===== config.mk =====
export PLATFORM = sky130hd
export DESIGN_NAME = io_uart_tx_flat
export DESIGN_NICKNAME = d
export VERILOG_FILES = /design/src/rtl/grom_io_pkg.sv /design/src/rtl/io_uart_tx_if.sv /design/src/rtl/io_sync_fifo.sv /design/src/rtl/io_uart_tx.sv /design/src/flat_wrapper.sv
export SDC_FILE = /design/constraint.sdc
export NUM_CORES = 1
export LEC_CHECK = 0
export CORE_MARGIN = 4
export CORE_UTILIZATION = 61
export CTS_CLUSTER_SIZE = 10
export DETAILED_ROUTE_END_ITERATION = 8
export PLACE_DENSITY_LB_ADDON = 0.08
export SYNTH_ARGS = -nofsm -noshare
export SYNTH_HDL_FRONTEND = slang
export SYNTH_SLANG_ARGS = --single-unit

===== constraint.sdc =====
create_clock -name clk -period 5.7 [get_ports clk]
set_input_delay 1.14 -clock clk [delete_from_list [all_inputs] [get_ports clk]]
set_output_delay 1.14 -clock clk [all_outputs]
set_load 0.01 [all_outputs]

===== src/rtl/grom_io_pkg.sv =====
// Shared definitions for the CPU IO-bus peripherals: UART FSM states,
// status-register bit positions and default port addresses.
package grom_io_pkg;

  typedef enum logic [2:0] {
    IDLE   = 3'd0,
    START  = 3'd1,
    DATA   = 3'd2,
    PARITY = 3'd3,
    STOP   = 3'd4
  } uart_state_e;

  localparam int STAT_FULL  = 0;
  localparam int STAT_EMPTY = 1;
  localparam int STAT_BUSY  = 2;
  localparam int STAT_OVF   = 3;

  localparam logic [7:0] IO_UART_DATA_ADDR = 8'h01;

  // The status port sits directly above the data port, wrapping in 8 bits.
  function automatic logic [7:0] stat_addr(input logic [7:0] data_addr);
    return data_addr + 8'd1;
  endfunction

endpackage


===== src/rtl/io_uart_tx_if.sv =====
// CPU IO-bus slice seen by an IO-mapped peripheral: cycle qualifier,
// write strobe, address, write data and registered read data.
interface io_uart_tx_if;
  logic       i_ioreq;
  logic       i_we;
  logic [7:0] i_addr;
  logic [7:0] i_data;
  logic [7:0] o_data;

  modport master (output i_ioreq, i_we, i_addr, i_data, input o_data);
  modport slave  (input i_ioreq, i_we, i_addr, i_data, output o_data);
endinterface


===== src/rtl/io_sync_fifo.sv =====
// Single-clock FIFO with first-word-fall-through read data; push while full
// and pop while empty are ignored. Pointers carry one extra wrap bit.
module io_sync_fifo #(
  parameter int WIDTH = 8,
  parameter int DEPTH = 4
) (
  input  logic             clk,
  input  logic             rst,
  input  logic             push_i,
  input  logic [WIDTH-1:0] wdata_i,
  input  logic             pop_i,
  output logic [WIDTH-1:0] rdata_o,
  output logic             full_o,
  output logic             empty_o
);

  localparam int AW = $clog2(DEPTH);

  logic [AW:0]      wptr_q, wptr_d;
  logic [AW:0]      rptr_q, rptr_d;
  logic [WIDTH-1:0] mem_q [DEPTH];
  logic             do_push;
  logic             do_pop;

  assign full_o  = (wptr_q[AW] != rptr_q[AW]) && (wptr_q[AW-1:0] == rptr_q[AW-1:0]);
  assign empty_o = (wptr_q == rptr_q);

  // Flags are pre-edge: a push while full is lost even if a pop happens too.
  assign do_push = push_i & ~full_o;
  assign do_pop  = pop_i & ~empty_o;

  assign wptr_d  = wptr_q + (AW + 1)'(do_push);
  assign rptr_d  = rptr_q + (AW + 1)'(do_pop);
  assign rdata_o = mem_q[rptr_q[AW-1:0]];

  always_ff @(posedge clk or posedge rst) begin
    if (rst) begin
      wptr_q <= '0;
      rptr_q <= '0;
    end else begin
      wptr_q <= wptr_d;
      rptr_q <= rptr_d;
    end
  end

  always_ff @(posedge clk) begin
    if (do_push) begin
      mem_q[wptr_q[AW-1:0]] <= wdata_i;
    end
  end

endmodule


===== src/rtl/io_uart_tx.sv =====
// IO-mapped UART transmitter: data-port writes queue bytes, an 8N1 serializer
// drains them onto o_tx. Defining UART_PARITY_EN inserts an even-parity bit.
module io_uart_tx
  import grom_io_pkg::*;
#(
  parameter int         CLKS_PER_BIT = 217,
  parameter int         FIFO_DEPTH   = 4,
  parameter logic [7:0] PORT_ADDR    = IO_UART_DATA_ADDR
) (
  input  logic         clk,
  input  logic         reset,
  io_uart_tx_if.slave  bus,
  output logic         o_tx,
  output logic         o_full,
  output logic         o_busy
);

  localparam int         CW        = $clog2(CLKS_PER_BIT);
  localparam logic [CW-1:0] CNT_LAST = CW'(CLKS_PER_BIT - 1);
  localparam logic [7:0] STAT_ADDR = stat_addr(PORT_ADDR);

  uart_state_e   state_q, state_d;
  logic [CW-1:0] cnt_q, cnt_d;
  logic [2:0]    bit_q, bit_d;
  logic [7:0]    shift_q, shift_d;
  logic          ovf_q, ovf_d;
  logic [7:0]    rdata_q, rdata_d;
`ifdef UART_PARITY_EN
  logic          par_q, par_d;
`endif

  logic       wr_hit;
  logic       rd_hit;
  logic       fifo_full;
  logic       fifo_empty;
  logic       fifo_pop;
  logic [7:0] fifo_rdata;
  logic       baud_last;

  assign wr_hit    = bus.i_ioreq &  bus.i_we & (bus.i_addr == PORT_ADDR);
  assign rd_hit    = bus.i_ioreq & ~bus.i_we & (bus.i_addr == STAT_ADDR);
  assign baud_last = (cnt_q == CNT_LAST);

  io_sync_fifo #(
    .WIDTH (8),
    .DEPTH (FIFO_DEPTH)
  ) u_fifo (
    .clk     (clk),
    .rst     (reset),
    .push_i  (wr_hit),
    .wdata_i (bus.i_data),
    .pop_i   (fifo_pop),
    .rdata_o (fifo_rdata),
    .full_o  (fifo_full),
    .empty_o (fifo_empty)
  );

  assign o_full   = fifo_full;
  assign o_busy   = (state_q != IDLE) | ~fifo_empty;
  assign bus.o_data = rdata_q;

  // Status snapshot uses pre-edge flags; the read also clears overflow.
  always_comb begin
    ovf_d   = ovf_q;
    rdata_d = rdata_q;
    if (rd_hit) begin
      rdata_d             = 8'h00;
      rdata_d[STAT_FULL]  = fifo_full;
      rdata_d[STAT_EMPTY] = fifo_empty;
      rdata_d[STAT_BUSY]  = o_busy;
      rdata_d[STAT_OVF]   = ovf_q;
      ovf_d               = 1'b0;
    end
    if (wr_hit && fifo_full) begin
      ovf_d = 1'b1;
    end
  end

  always_comb begin
    state_d  = state_q;
    cnt_d    = cnt_q;
    bit_d    = bit_q;
    shift_d  = shift_q;
    fifo_pop = 1'b0;
    o_tx     = 1'b1;
`ifdef UART_PARITY_EN
    par_d    = par_q;
`endif
    case (state_q)
      IDLE: begin
        if (!fifo_empty) begin
          fifo_pop = 1'b1;
          shift_d  = fifo_rdata;
          cnt_d    = '0;
          state_d  = START;
`ifdef UART_PARITY_EN
          par_d    = ^fifo_rdata;
`endif
        end
      end
      START: begin
        o_tx  = 1'b0;
        cnt_d = baud_last ? '0 : cnt_q + CW'(1);
        if (baud_last) begin
          bit_d   = 3'd0;
          state_d = DATA;
        end
      end
      DATA: begin
        o_tx  = shift_q[0];
        cnt_d = baud_last ? '0 : cnt_q + CW'(1);
        if (baud_last) begin
          shift_d = {1'b0, shift_q[7:1]};
          bit_d   = bit_q + 3'd1;
          if (bit_q == 3'd7) begin
`ifdef UART_PARITY_EN
            state_d = PARITY;
`else
            state_d = STOP;
`endif
          end
        end
      end
`ifdef UART_PARITY_EN
      PARITY: begin
        o_tx  = par_q;
        cnt_d = baud_last ? '0 : cnt_q + CW'(1);
        if (baud_last) begin
          state_d = STOP;
        end
      end
`endif
      STOP: begin
        cnt_d = baud_last ? '0 : cnt_q + CW'(1);
        if (baud_last) begin
          state_d = IDLE;
        end
      end
      default: begin
        state_d = IDLE;
      end
    endcase
  end

  always_ff @(posedge clk or posedge reset) begin
    if (reset) begin
      state_q <= IDLE;
      cnt_q   <= '0;
      bit_q   <= 3'd0;
      shift_q <= 8'h00;
      ovf_q   <= 1'b0;
      rdata_q <= 8'h00;
`ifdef UART_PARITY_EN
      par_q   <= 1'b0;
`endif
    end else begin
      state_q <= state_d;
      cnt_q   <= cnt_d;
      bit_q   <= bit_d;
      shift_q <= shift_d;
      ovf_q   <= ovf_d;
      rdata_q <= rdata_d;
`ifdef UART_PARITY_EN
      par_q   <= par_d;
`endif
    end
  end

endmodule


===== src/flat_wrapper.sv =====
// flat-port wrapper written by rule: the top's interface ports become plain ports
module io_uart_tx_flat import grom_io_pkg::*;
#(
  parameter int         CLKS_PER_BIT = 217,
  parameter int         FIFO_DEPTH   = 4,
  parameter logic [7:0] PORT_ADDR    = IO_UART_DATA_ADDR
)
  (clk, reset, o_tx, o_full, o_busy, bus_i_ioreq, bus_i_we, bus_i_addr, bus_i_data, bus_o_data);
  io_uart_tx_if bus_i ();
  input  logic clk;
  input  logic reset;
  output logic o_tx;
  output logic o_full;
  output logic o_busy;
  input wire logic [$bits(bus_i.i_ioreq)-1:0] bus_i_ioreq;
  input wire logic [$bits(bus_i.i_we)-1:0] bus_i_we;
  input wire logic [$bits(bus_i.i_addr)-1:0] bus_i_addr;
  input wire logic [$bits(bus_i.i_data)-1:0] bus_i_data;
  output wire logic [$bits(bus_i.o_data)-1:0] bus_o_data;
  assign bus_i.i_ioreq = bus_i_ioreq;
  assign bus_i.i_we = bus_i_we;
  assign bus_i.i_addr = bus_i_addr;
  assign bus_i.i_data = bus_i_data;
  assign bus_o_data = bus_i.o_data;
  io_uart_tx #(.CLKS_PER_BIT(CLKS_PER_BIT), .FIFO_DEPTH(FIFO_DEPTH), .PORT_ADDR(PORT_ADDR)) u_core (.clk(clk), .reset(reset), .bus(bus_i), .o_tx(o_tx), .o_full(o_full), .o_busy(o_busy));
endmodule

# After elaboration in Yosys (flattened, before gate mapping)
# Memories as Yosys holds them, arrays and structs flattened.
# Index checks and enable logic that the tools add are counted.
# Widths: inputs -> output; s select.
[totals]
reg_bits = 33
mem_bits_rw = 32
inputBits = 20
n_memories = 1
[classes]
addsub = 4
eq_ne = 15
muxes = 21
n_bitwise = 10
n_reduce_logical = 13
[mem_list]
columns = ["name", "depth", "width", "read_ports", "rd_clocked_by_memory_dff", "wr", "line", "text"]
rows = [
  ["u_core.u_fifo.mem_q", 4, 8, 1, 0, 1, "io_sync_fifo.sv:21", "logic [WIDTH-1:0] mem_q [DEPTH];"],
]
[ops]
columns = ["operator", "n"]
rows = [
  ["$mux 8", 4],
  ["$pmux 8 s2", 2],
  ["$mux 3", 6],
  ["$pmux 3 s4", 1],
  ["$add 8x1->8 const B", 1],
  ["$eq 8x1->1 const B", 1],
  ["$eq 8x2->1 const B", 1],
  ["$eq 8x8->1 const B", 1],
  ["$ne 2x1->1 const B", 4],
  ["$reduce_bool 2->1", 4],
  ["$add 3x1->3", 2],
  ["$and 1x1->1", 6],
  ["$eq 3x3->1 const B", 2],
  ["$mux 1", 6],
  ["$pmux 3 s2", 1],
  ["$reduce_and 3->1", 2],
  ["$reduce_and 5->1", 1],
  ["$add 3x1->3 const B", 1],
  ["$eq 3x1->1 const B", 1],
  ["$eq 3x2->1 const B", 1],
  ["$eq 3x3->1", 1],
  ["$logic_not 3->1", 1],
  ["$not 1->1", 3],
  ["$reduce_bool 3->1", 1],
  ["other kinds (8)", 9],
]

# Depth between registers and ports, before layout
# Gate-level depths: netlist (run 1).
[depth]
ltp_word = 6
ltp_mapped = 8
ltp_nobuf = 7

# Hierarchy
# A second synthesis (run 1) with hierarchy kept.
[hier_totals]
hier_cells = 231
area_unflattened_um2 = 3050.4
[modules_own_cells]
columns = ["module", "n_inst", "cells_per_inst", "area_each_um2", "seq_area_each_um2"]
rows = [
  ["io_sync_fifo", 1, 74, 1542.7, 1111.1],
  ["io_uart_tx", 1, 157, 1507.7, 675.6],
]

# Least setup slack after synthesis (run 1)
# No wires, ideal clock.
[synth_path]
path_type = "input port to flip-flop"
start = "input bus_i_addr[5]"
end = "memory u_core.u_fifo.mem_q[2][0], enable pin"
t_arrival_ps = 2511
required_time_ps = 5315
setup_slack_ps = 2803
cell_stages = 4
n_path_buf = 0
path_cell_list = "nor4_1 and4b_1 nand3_1 nor3b_1"
[synth_between]
elab_chain_len = 5
[synth_rtl]
columns = ["element", "line", "text"]
rows = [
  ["from (decl)", "flat_wrapper.sv:17", "input wire logic [$bits(bus_i.i_addr)-1:0] bus_i_addr;"],
  ["$eq 8x1->1", "io_uart_tx.sv:40", "assign wr_hit = bus.i_ioreq & bus.i_we & (bus.i_addr == PORT_ADDR);"],
  ["$and 1x1->1", "io_uart_tx.sv:40", ""],
  ["$and 1x1->1", "io_sync_fifo.sv:29", "assign do_push = push_i & ~full_o;"],
  ["$mux 1", "io_sync_fifo.sv:47", "if (do_push) begin"],
  ["$mux 1 (implied by the code)", "io_sync_fifo.sv:48", "mem_q[wptr_q[AW-1:0]] <= wdata_i;"],
  ["to (decl)", "io_sync_fifo.sv:21", ""],
]
# No other way between the ends.

# Worst setup path after layout (run 1)
[layout_path]
start = "register u_core.u_fifo.rptr_q[0]"
end = "output o_full"
[layout_between]
elab_chain_len = 2
[layout_rtl]
columns = ["element", "line", "text"]
rows = [
  ["from (decl)", "io_sync_fifo.sv:20", "logic [AW:0] rptr_q, rptr_d;"],
  ["from (signal assigned)", "io_sync_fifo.sv:42", "rptr_q <= rptr_d;"],
  ["$eq 2x2->1", "io_sync_fifo.sv:25", "assign full_o = (wptr_q[AW] != rptr_q[AW]) && (wptr_q[AW-1:0] == rptr_q[AW-1:0]);"],
  ["$logic_and 1x1->1", "io_sync_fifo.sv:25", ""],
  ["to (decl)", "flat_wrapper.sv:13", "output logic o_full;"],
]
# No other way between the ends.

==> results of run 1 <==
## metrics by stage
step | hold WS [ns] | instance area, um2 | util
final | 0.4973 | 3532 | 0.7380
after global routing | 0.5088 | 3532 | 0.7380
after CTS | 0.5018 | 3527 | 0.7370
after detailed placement | 0.4901 | 3333 | 0.6965
after global placement | 0.4670 | 3333 | 0.6965
after floorplan | 0.4511 | 3072 | -
## per-layer routing
layer | GRT usage | wire [um]
met1 | 0.2290 | 2230
met2 | 0.3268 | 2647
met3 | 0.05669 | 243
met4 | 0.09278 | 111
met5 | 0 | 0
## layout make-up
type	instances	area share
tap	67	0.02373
clock buffer	9	0.03507
sequential	65	0.5058
timing repair buffer	28	0.07722
clock inverter	7	0.01984
inverter	11	0.01169
multi-input combinational	130	0.3266
## where the power goes
| part | switching (uW) | internal, uW |
|---|---|---|
| combinational | 209 | 277 |
| sequential | 101 | 558 |
| clock | 182 | 202 |
| total | 492 | 1040 |
## critical path, stage by stage, from the launching register on
cell and delay [ns]:
dfrtp_1 0.60, xnor2_2 0.43, nand3_1 0.16, inv_1 0.10, clkdlybuf4s50_1 0.54
## how the worst max path moves through the flow
stage | end | slack [ns] | cells after the start
global route | o_full | 2.24 | 4
global placement | u_core.u_fifo.mem_q[1][2] | 2.11 | 5
detailed placement | u_core.u_fifo.mem_q[1][4] | 1.99 | 5
floorplan | u_core.u_fifo.mem_q[2][0] | 2.80 | 4
finish | o_full | 2.39 | 4
CTS | u_core.u_fifo.mem_q[1][2] | 2.33 | 5
## layout by cell type (no fill, tap or decap), types with 5 or more instances in the layout
cell type / n
dfrtp_1: 33
edfxtp_1: 32
clkdlybuf4s50_1: 26
nand3_1: 14
mux2_2: 11
nand2_1: 11
inv_1: 11
clkbuf_8: 9
ha_1: 8
a31oi_1: 7
mux4_2: 7
mux2_4: 7
o21ai_0: 6
and3_1: 5
## cells by family after synthesis
kind of cell,count (synthesis),share of synthesized area
flip-flops,65,0.5838
XOR/XNOR,7,0.02494
other,1,0.001225
adder cells (fa/ha/maj),8,0.03271
multiplexers,26,0.1349
AO/OA/AOI/OAI,33,0.08381
AND/OR/NAND/NOR,52,0.09567
buffers and inverters,25,0.04293
## flip-flops by register name, summed over array words and instances (netlist names)
| signal | count |
|---|---|
| u_core.u_fifo.mem_q | 32 |
| u_core.cnt_q | 8 |
| u_core.shift_q | 8 |
| u_core.bus.o_data | 4 |
| u_core.bit_q | 3 |
| u_core.state_q | 3 |
| u_core.u_fifo.rptr_q | 3 |
| u_core.u_fifo.wptr_q | 3 |
| u_core.ovf_q | 1 |
==> reports/qor.txt, run 1 <==
CP startpoint: u_core.u_fifo.rptr_q[0]
synth cell count leaders: dfrtp_1 (33), edfxtp_1 (32), nand3_1 (14)
total power: 1529 uW
TritonCTS clock tree: yes
dpl cells: 300
first-pass GRT wire length: 8.949 mm
Placer Congestion: 0.7432
Crit. End Element: primary output
Max Cap Violations: 0
Setup Total Neg Slack: 0 ns
Max Root-Sink Buffers: 2
status: finished, final reports clean
die area: 6214 um2
antenna violations before repair: 0
Critical Path RT: 4.56 ns
area leader, netlist: edfxtp_1
part of the Yosys area used for sequential elements: 0.5838
clk root buf: clkbuf_8
Rel. slew slack: 0.2129
reg2reg start: u_core.u_fifo.rptr_q[0]
Setup WS pre-CTS: 1.994 ns
min Tclk post-route: 3.307 ns
Synth top area share: 0.3140
DP HPWL: 3.715 mm
hold_buf cts: 0
Seq. cell area: 1787 um2
# resized after CTS: 0
Die X: 78.83 um
Yosys cell types: 50
Port Buffers: 26
CTS Buf Count: 9
synthesized area: 3060 um2
yosys warns: 0
area delta synth->final: 15.41%
EDFF count, synth: 32
Gate Count Post-Synth: 217
clock sink total: 65
Slew @ Worst Pin: 1.178 ns
Final period util: 0.5803
Multi-input gate area: 1154 um2
VDD IR max: 0.0002510 V
1st-pass router iterations: 4
Hold Path Sink: u_core.cnt_q[7]
Pwr Density: 432.8 nW/um2
worst min path class: reg -> reg
synthesized flop and latch total: 65
Iteration-0 DRC Markers: 109
RR Endpoint: u_core.u_fifo.mem_q[2][7]
core area: 4786 um2
# diodes: 0
Primary FF master, synth: dfrtp_1
io pins: 31
fillcell total: 323
Synth Area per Inst: 14.10 um2
count of final hold-check violations: 0
Clock Latency Late Sink: 0.35 ns
final number of max-transition violations: 0
CTS clk-pin slew, worst paths: 0.07 ns
kind of critical path: reg -> out
Routed WL per cell: 16.50 um
Nets: 273
Worst Path Arrival: 2.17 ns
most frequent cell after synthesis: dfrtp_1
post-CTS setup buffer count: 0
f_max: 0.3023 GHz
CP Launch Type: register
number of vias per cell: 5.836
Cells on Worst Hold Path: 1
Post-synth ARST share: 0.5077
largest fanout on the critical path: 10
WL final: 5.232 mm
total track usage: 0.1940
drc violations: 0
H-tree levels: 3
Leak: 0.001420 uW
largest net degree at the start of global routing: 26
vias in the first global route: 1943
via count: 1850
# rows: 25
Hold Path Origin: u_core.cnt_q[7]
Die Ht: 78.83 um
final worst slack: 2.393 ns
r2r setup slk: 3.04 ns
fraction of layout cells with a size suffix above 1: 0.1880
post-route ant nets: 0
GR Overflow Total: 0
Final setup viols: 0
Final Non-Filler Cells: 317
unrepaired setup endpoints after global routing: false
largest cells by area after synthesis: edfxtp_1 (31%), dfrtp_1 (27%), mux4_2 (5.2%)
Clock Skew: 0.008201 ns
Worst R2R Path Depth: 4
initial core utilization: 0.6395
Note: power is estimated with default switching activity, not from simulation.
==> run 2: changes to the inputs <==
Settings changed: CORE_UTILIZATION 61 to 56.
Clock period 5.7 ns to 3.29 ns, I/O delays scaled along.
==> run 2 against run 1 <==
Effect of this change: clock skew is essentially flat; non-clock buffer count increased by 2; global-route usage decreased by 2.2 points; worst setup slack got worse by 1.9 ns; sequential power rose by 73%; cell area is 1.0% higher; critical endpoint unchanged; largest cell class unchanged; largest power group unchanged.
==> reports/qor.txt, run 2 (synthesis results as in run 1) <==
status: finished, final reports clean
antenna violations before repair: 0 (unchanged)
clk root buf: clkbuf_8
Final period util: 0.8637
Worst path max stage delay: 0.60 ns (about the same)
H-tree levels: 3 (unchanged)
Critical Path RT: 2.63 ns (-1.93 ns)
Iteration-0 DRC Markers: 72 (-34%)
initial core utilization: 0.5880 (-0.05150)
die area: 6712 um2 (+8.0%)
Slowest-stage cell, CP: dfrtp_1
GR Overflow Total: 0 (unchanged)
number of flip-flops in the largest register: 32 (unchanged)
utilization after layout: 0.6856 (-0.05246)
CP Buf/Inv Count: 2 (unchanged)
Routed WL per cell: 16.25 um (-1.5%)
post-route ant nets: 0 (unchanged)
drc violations: 0 (unchanged)
unrepaired setup endpoints after global routing: false
Die X: 81.93 um (+3.9%)
total power: 2677 uW (+75%)
number of vias per cell: 5.708 (-2.2%)
1st-pass router iterations: 4 (unchanged)
first-pass GRT wire length: 8.576 mm (-4.2%)
Clock Skew: 0.008110 ns (-0.00009040 ns)
Placer Congestion: 0.7615 (+2.5%)
largest fanout on the critical path: 10 (unchanged)
CP Launch Type: register
fraction of layout cells with a size suffix above 1: 0.1984 (+0.01041)
core area: 5205 um2 (+8.8%)
Die Ht: 81.93 um (+3.9%)
Slew @ Worst Pin: 0.6575 ns (-0.5205 ns)
Nets: 275 (+0.73%)
min Tclk post-route: 2.841 ns
largest net degree at the start of global routing: 34 (+31%)
TritonCTS clock tree: yes
DP HPWL: 3.786 mm (+1.9%)
worst min path class: reg -> reg
Worst Path Arrival: 2.18 ns (about the same)
WL final: 5.233 mm (about the same)
commonest non-fill, non-tap cells in the layout: dfrtp_1 (33), edfxtp_1 (32), clkdlybuf4s50_1 (26)
# diodes: 0 (unchanged)
Pwr Density: 750.2 nW/um2 (+73%)
Rel. slew slack: 0.5597 (+0.3468)
via count: 1838 (-0.65%)
hold_buf cts: 0 (unchanged)
Leak: 0.001437 uW (+1.2%)
Crit. End Element: primary output
area delta synth->final: 16.60%
VDD IR max: 0.0004781 V (+90%)
Final setup viols: 0 (unchanged)
kind of critical path: reg -> out
post-CTS setup buffer count: 0 (unchanged)
cell class contributing the biggest share of worst-path delay: buffers and inverters
Max Root-Sink Buffers: 2 (unchanged)
total track usage: 0.1721 (-0.02192)
final number of max-transition violations: 0 (unchanged)
f_max: 0.3519 GHz
fillcell total: 358 (+11%)
# resized after CTS: 0 (unchanged)
vias in the first global route: 1824 (-6.1%)
most common cell after layout, fill and taps aside: dfrtp_1
Clock Latency Late Sink: 0.34 ns (about the same)
Port Buffers: 26 (unchanged)
Setup Total Neg Slack: 0 ns (unchanged)
CP cell instances: xnor2_2, nand3_1, inv_1, clkdlybuf4s50_1
count of final hold-check violations: 0 (unchanged)
clock sink total: 65 (unchanged)
# rows: 26 (+4.0%)
CTS Buf Count: 9 (unchanged)
io pins: 31 (unchanged)
CTS clk-pin slew, worst paths: 0.08 ns (about the same)
Max Cap Violations: 0 (unchanged)
## run 2: cell type report
cell class / count / area, um2 / area share
Sequential cell: 65 / 1787 / 0.5007
Timing Repair Buffer: 30 / 290.3 / 0.08135
Multi-Input combinational cell: 130 / 1154 / 0.3233
Clock inverter: 7 / 85.08 / 0.02384
Tap cell: 70 / 87.58 / 0.02454
Clock buffer: 9 / 123.9 / 0.03471
Inverter: 11 / 41.29 / 0.01157
## run 2: final timing paths
kind                                         to  slack (ns)  cells after the start                    start
setup / recovery                         o_full        0.45                      4  u_core.u_fifo.rptr_q[0]
hold / removal                  u_core.cnt_q[7]        0.50                      1          u_core.cnt_q[7]
max in group asynchronous       u_core.cnt_q[5]        2.27                      3                    reset
setup reg to reg              u_core.shift_q[4]        1.07                      6          u_core.cnt_q[0]
min in group asynchronous  u_core.bus.o_data[1]        0.70                      3                    reset
hold reg to reg                 u_core.cnt_q[7]        0.50                      1          u_core.cnt_q[7]
## run 2: per-stage QoR
step                      cell area (um2)  setup slack (ns)  hold slack [ns]  std cells
after CTS                            3568            0.4071           0.4942        322
after global placement               3359            0.6800           0.4784        306
final                                3568            0.4485           0.5042        322
after floorplan                      3072            0.8753           0.4511        220
after detailed placement             3359            0.5999           0.4842        306
after global routing                 3568            0.3105           0.5272        322
## run 2: routing by layer
| layer | track usage | vias to the layer above | share of wire |
|---|---|---|---|
| met5 | 0 | - | 0 |
| met4 | 0.05482 | 0 | 0.0086 |
| met3 | 0.05482 | 5 | 0.051 |
| met2 | 0.2859 | 54 | 0.51 |
| met1 | 0.2139 | 908 | 0.43 |
| li1 | - | 871 | - |
## run 2: power by group
part / leakage (uW) / switching [uW] / internal [uW] / total, uW
registers: 0.000711 / 169 / 966 / 1140
clock network: 0.000107 / 334 / 365 / 699
logic: 0.000619 / 364 / 478 / 842
==> run 3: changes to the inputs <==
Settings changed: CORE_UTILIZATION 56 to 59, CTS_BUF_LIST from default to sky130_fd_sc_hd__clkbuf_2.
==> run 3 against run 2 <==
Effect of this change: cell area fell by 1.9%; critical path depth fell by 1; fmax fell by 5.9%; sequential power barely moved.
==> reports/qor.txt, run 3 (synthesis results as in run 1) <==
clock sink total: 65 (unchanged)
Pwr Density: 730.7 nW/um2 (-2.6%)
most common cell after layout, fill and taps aside: dfrtp_1
Setup Total Neg Slack: 0 ns (unchanged)
Setup WS pre-CTS: 0.5070 ns (-0.09287 ns)
core area: 4880 um2 (-6.2%)
commonest non-fill, non-tap cells in the layout: dfrtp_1 (33), edfxtp_1 (32), clkdlybuf4s50_1 (26)
final worst slack: 0.2691 ns (-0.1795 ns)
VDD IR max: 0.0004098 V (-14%)
drc violations: 0 (unchanged)
Die Ht: 80.02 um (-2.3%)
initial core utilization: 0.6272 (+0.03920)
clk root buf: clkbuf_2
Clock Latency Late Sink: 0.48 ns (+0.14 ns)
CP Buf/Inv Count: 1 (-1)
largest net degree at the start of global routing: 34 (unchanged)
Psw: 856.6 uW (-1.3%)
f_max: 0.3310 GHz (-5.9%)
Placer Congestion: 0.7967 (+4.6%)
Max Cap Violations: 0 (unchanged)
via count: 1843 (+0.27%)
Die X: 80.02 um (-2.3%)
Port Buffers: 26 (unchanged)
post-CTS setup buffer count: 0 (unchanged)
final number of max-transition violations: 0 (unchanged)
min Tclk post-route: 3.021 ns (+0.1795 ns)
Crit. End Element: primary output
count of final hold-check violations: 0 (unchanged)
cell class contributing the biggest share of worst-path delay: simple AND/OR/NAND/NOR gates
fraction of layout cells with a size suffix above 1: 0.1984 (unchanged)
# diodes: 0 (unchanged)
largest fanout on the critical path: 12 (+2)
Slowest-stage cell, CP: dfrtp_1
Final setup viols: 0 (unchanged)
first-pass GRT wire length: 9.321 mm (+8.7%)
antenna violations before repair: 0 (unchanged)
die area: 6403 um2 (-4.6%)
number of vias per cell: 5.777 (+1.2%)
sequential group share of total power: 0.448 (+0.024)
unrepaired setup endpoints after global routing: false
CP cell instances: or3_1, nand4b_1, clkdlybuf4s50_1
GRT met2 Usage: 0.3228 (+0.03690)
Worst path max stage delay: 0.56 ns (-0.04 ns)
Final period util: 0.9182 (+0.05455)
Clk network pwr share: 0.221 (-0.040)
TritonCTS clock tree: yes
Max Root-Sink Buffers: 2 (unchanged)
GR Overflow Total: 0 (unchanged)
hold_buf cts: 0 (unchanged)
CP Launch Type: register
worst min path class: reg -> reg
global route hottest layer: met2
status: finished, final reports clean
Sw Share: 0.3347 (+0.01055)
Iteration-0 DRC Markers: 132 (+83%)
internal power: 1702 uW (-5.9%)
GR Util met1: 0.2459 (+0.03198)
Critical Path RT: 2.63 ns (about the same)
io pins: 31 (unchanged)
met3 Usage GRT: 0.04515 (-0.009678)
WL final: 5.496 mm (+5.0%)
number of flip-flops in the largest register: 32 (unchanged)
Leak: 0.001409 uW (-1.9%)
H-tree levels: 3 (unchanged)
Worst Path Arrival: 2.36 ns (+0.18 ns)
DP HPWL: 3.922 mm (+3.6%)
total track usage: 0.1943 (+0.02223)
CTS Buf Count: 9 (unchanged)
CTS clk-pin slew, worst paths: 0.18 ns (+0.10 ns)
Slew @ Worst Pin: 0.7023 ns (+0.04480 ns)
1st-pass router iterations: 4 (unchanged)
# resized after CTS: 0 (unchanged)
post-route ant nets: 0 (unchanged)
Routed WL per cell: 17.23 um (+6.0%)
area delta synth->final: 14.43%
Rel. slew slack: 0.5297 (-0.03000)
vias in the first global route: 1894 (+3.8%)
Clock Skew: 0.02237 ns (+0.01426 ns)
# rows: 25 (-3.8%)
Nets: 275 (unchanged)
combinational share of power: 0.331 (+0.016)
kind of critical path: reg -> out
==> run 3: cell count changes in the layout (fill, tap and decap cells not counted), sizes merged <==
| cell | previous run | this run |
|---|---|---|
| clkinvlp | 0 | 2 |
| inv | 15 | 13 |
| bufinv | 1 | 2 |
| clkinv | 2 | 1 |
==> run 3: worst paths after layout <==
| kind | endpoint | startpoint | slack (ns) | depth (start not counted) |
|---|---|---|---|---|
| max | o_busy | u_core.state_q[0] | 0.27 | 3 |
| min | u_core.cnt_q[7] | u_core.cnt_q[7] | 0.50 | 1 |
| max reg2reg | u_core.shift_q[6] | u_core.state_q[1] | 1.08 | 4 |
| min reg2reg | u_core.cnt_q[7] | u_core.cnt_q[7] | 0.50 | 1 |
| max in group asynchronous | u_core.shift_q[6] | reset | 2.45 | 3 |
| min in group asynchronous | u_core.bus.o_data[2] | reset | 0.52 | 3 |
==> run 3: power by group through the flow <==
stage          clock, uW  sequential, uW  combinational [uW]
5_1_grt              621            1170                 930
2_1_floorplan          0            1050                 786
6_report             565            1150                 847
3_5_place_dp           0            1170                 849
4_1_cts              578            1150                 853
3_3_place_gp           0            1150                 813
==> run 3: per-stage QoR <==
stage               std cells    util  hold WS, ns  instance area, um2  total power (uW)
floorplan                 220       -       0.4511                3072              1831
global placement          303  0.6877       0.4684                3356              1966
detailed placement        303  0.6877       0.4772                3356              2015
CTS                       319  0.7177       0.4974                3502              2577
global route              319  0.7177       0.5190                3502              2725
finish                    319  0.7177       0.4984                3502              2559
==> run 3: worst reg2reg max path, delay by kind of cell, from the launching register on <==
kind	cells	cell delay (ns)
buf+inv	1	0.12
simple gates	1	0.67
flops	1	0.61
compound gates	1	0.35
mux	1	0.36
==> run 3: layer usage <==
layer,vias to the layer above,part of all wire
met1,924,0.45
met5,-,0
met3,6,0.034
met4,0,0.015
met2,37,0.51
li1,876,-
==> run 3: layout make-up <==
| class | count | area, um2 |
|---|---|---|
| multi-input combinational | 130 | 1154 |
| tap | 67 | 83.83 |
| clock inverter | 7 | 101.3 |
| fill | 321 | 1378 |
| inverter | 11 | 41.29 |
| sequential | 65 | 1787 |
| clock buffer | 9 | 45.04 |
| timing repair buffer | 30 | 290.3 |
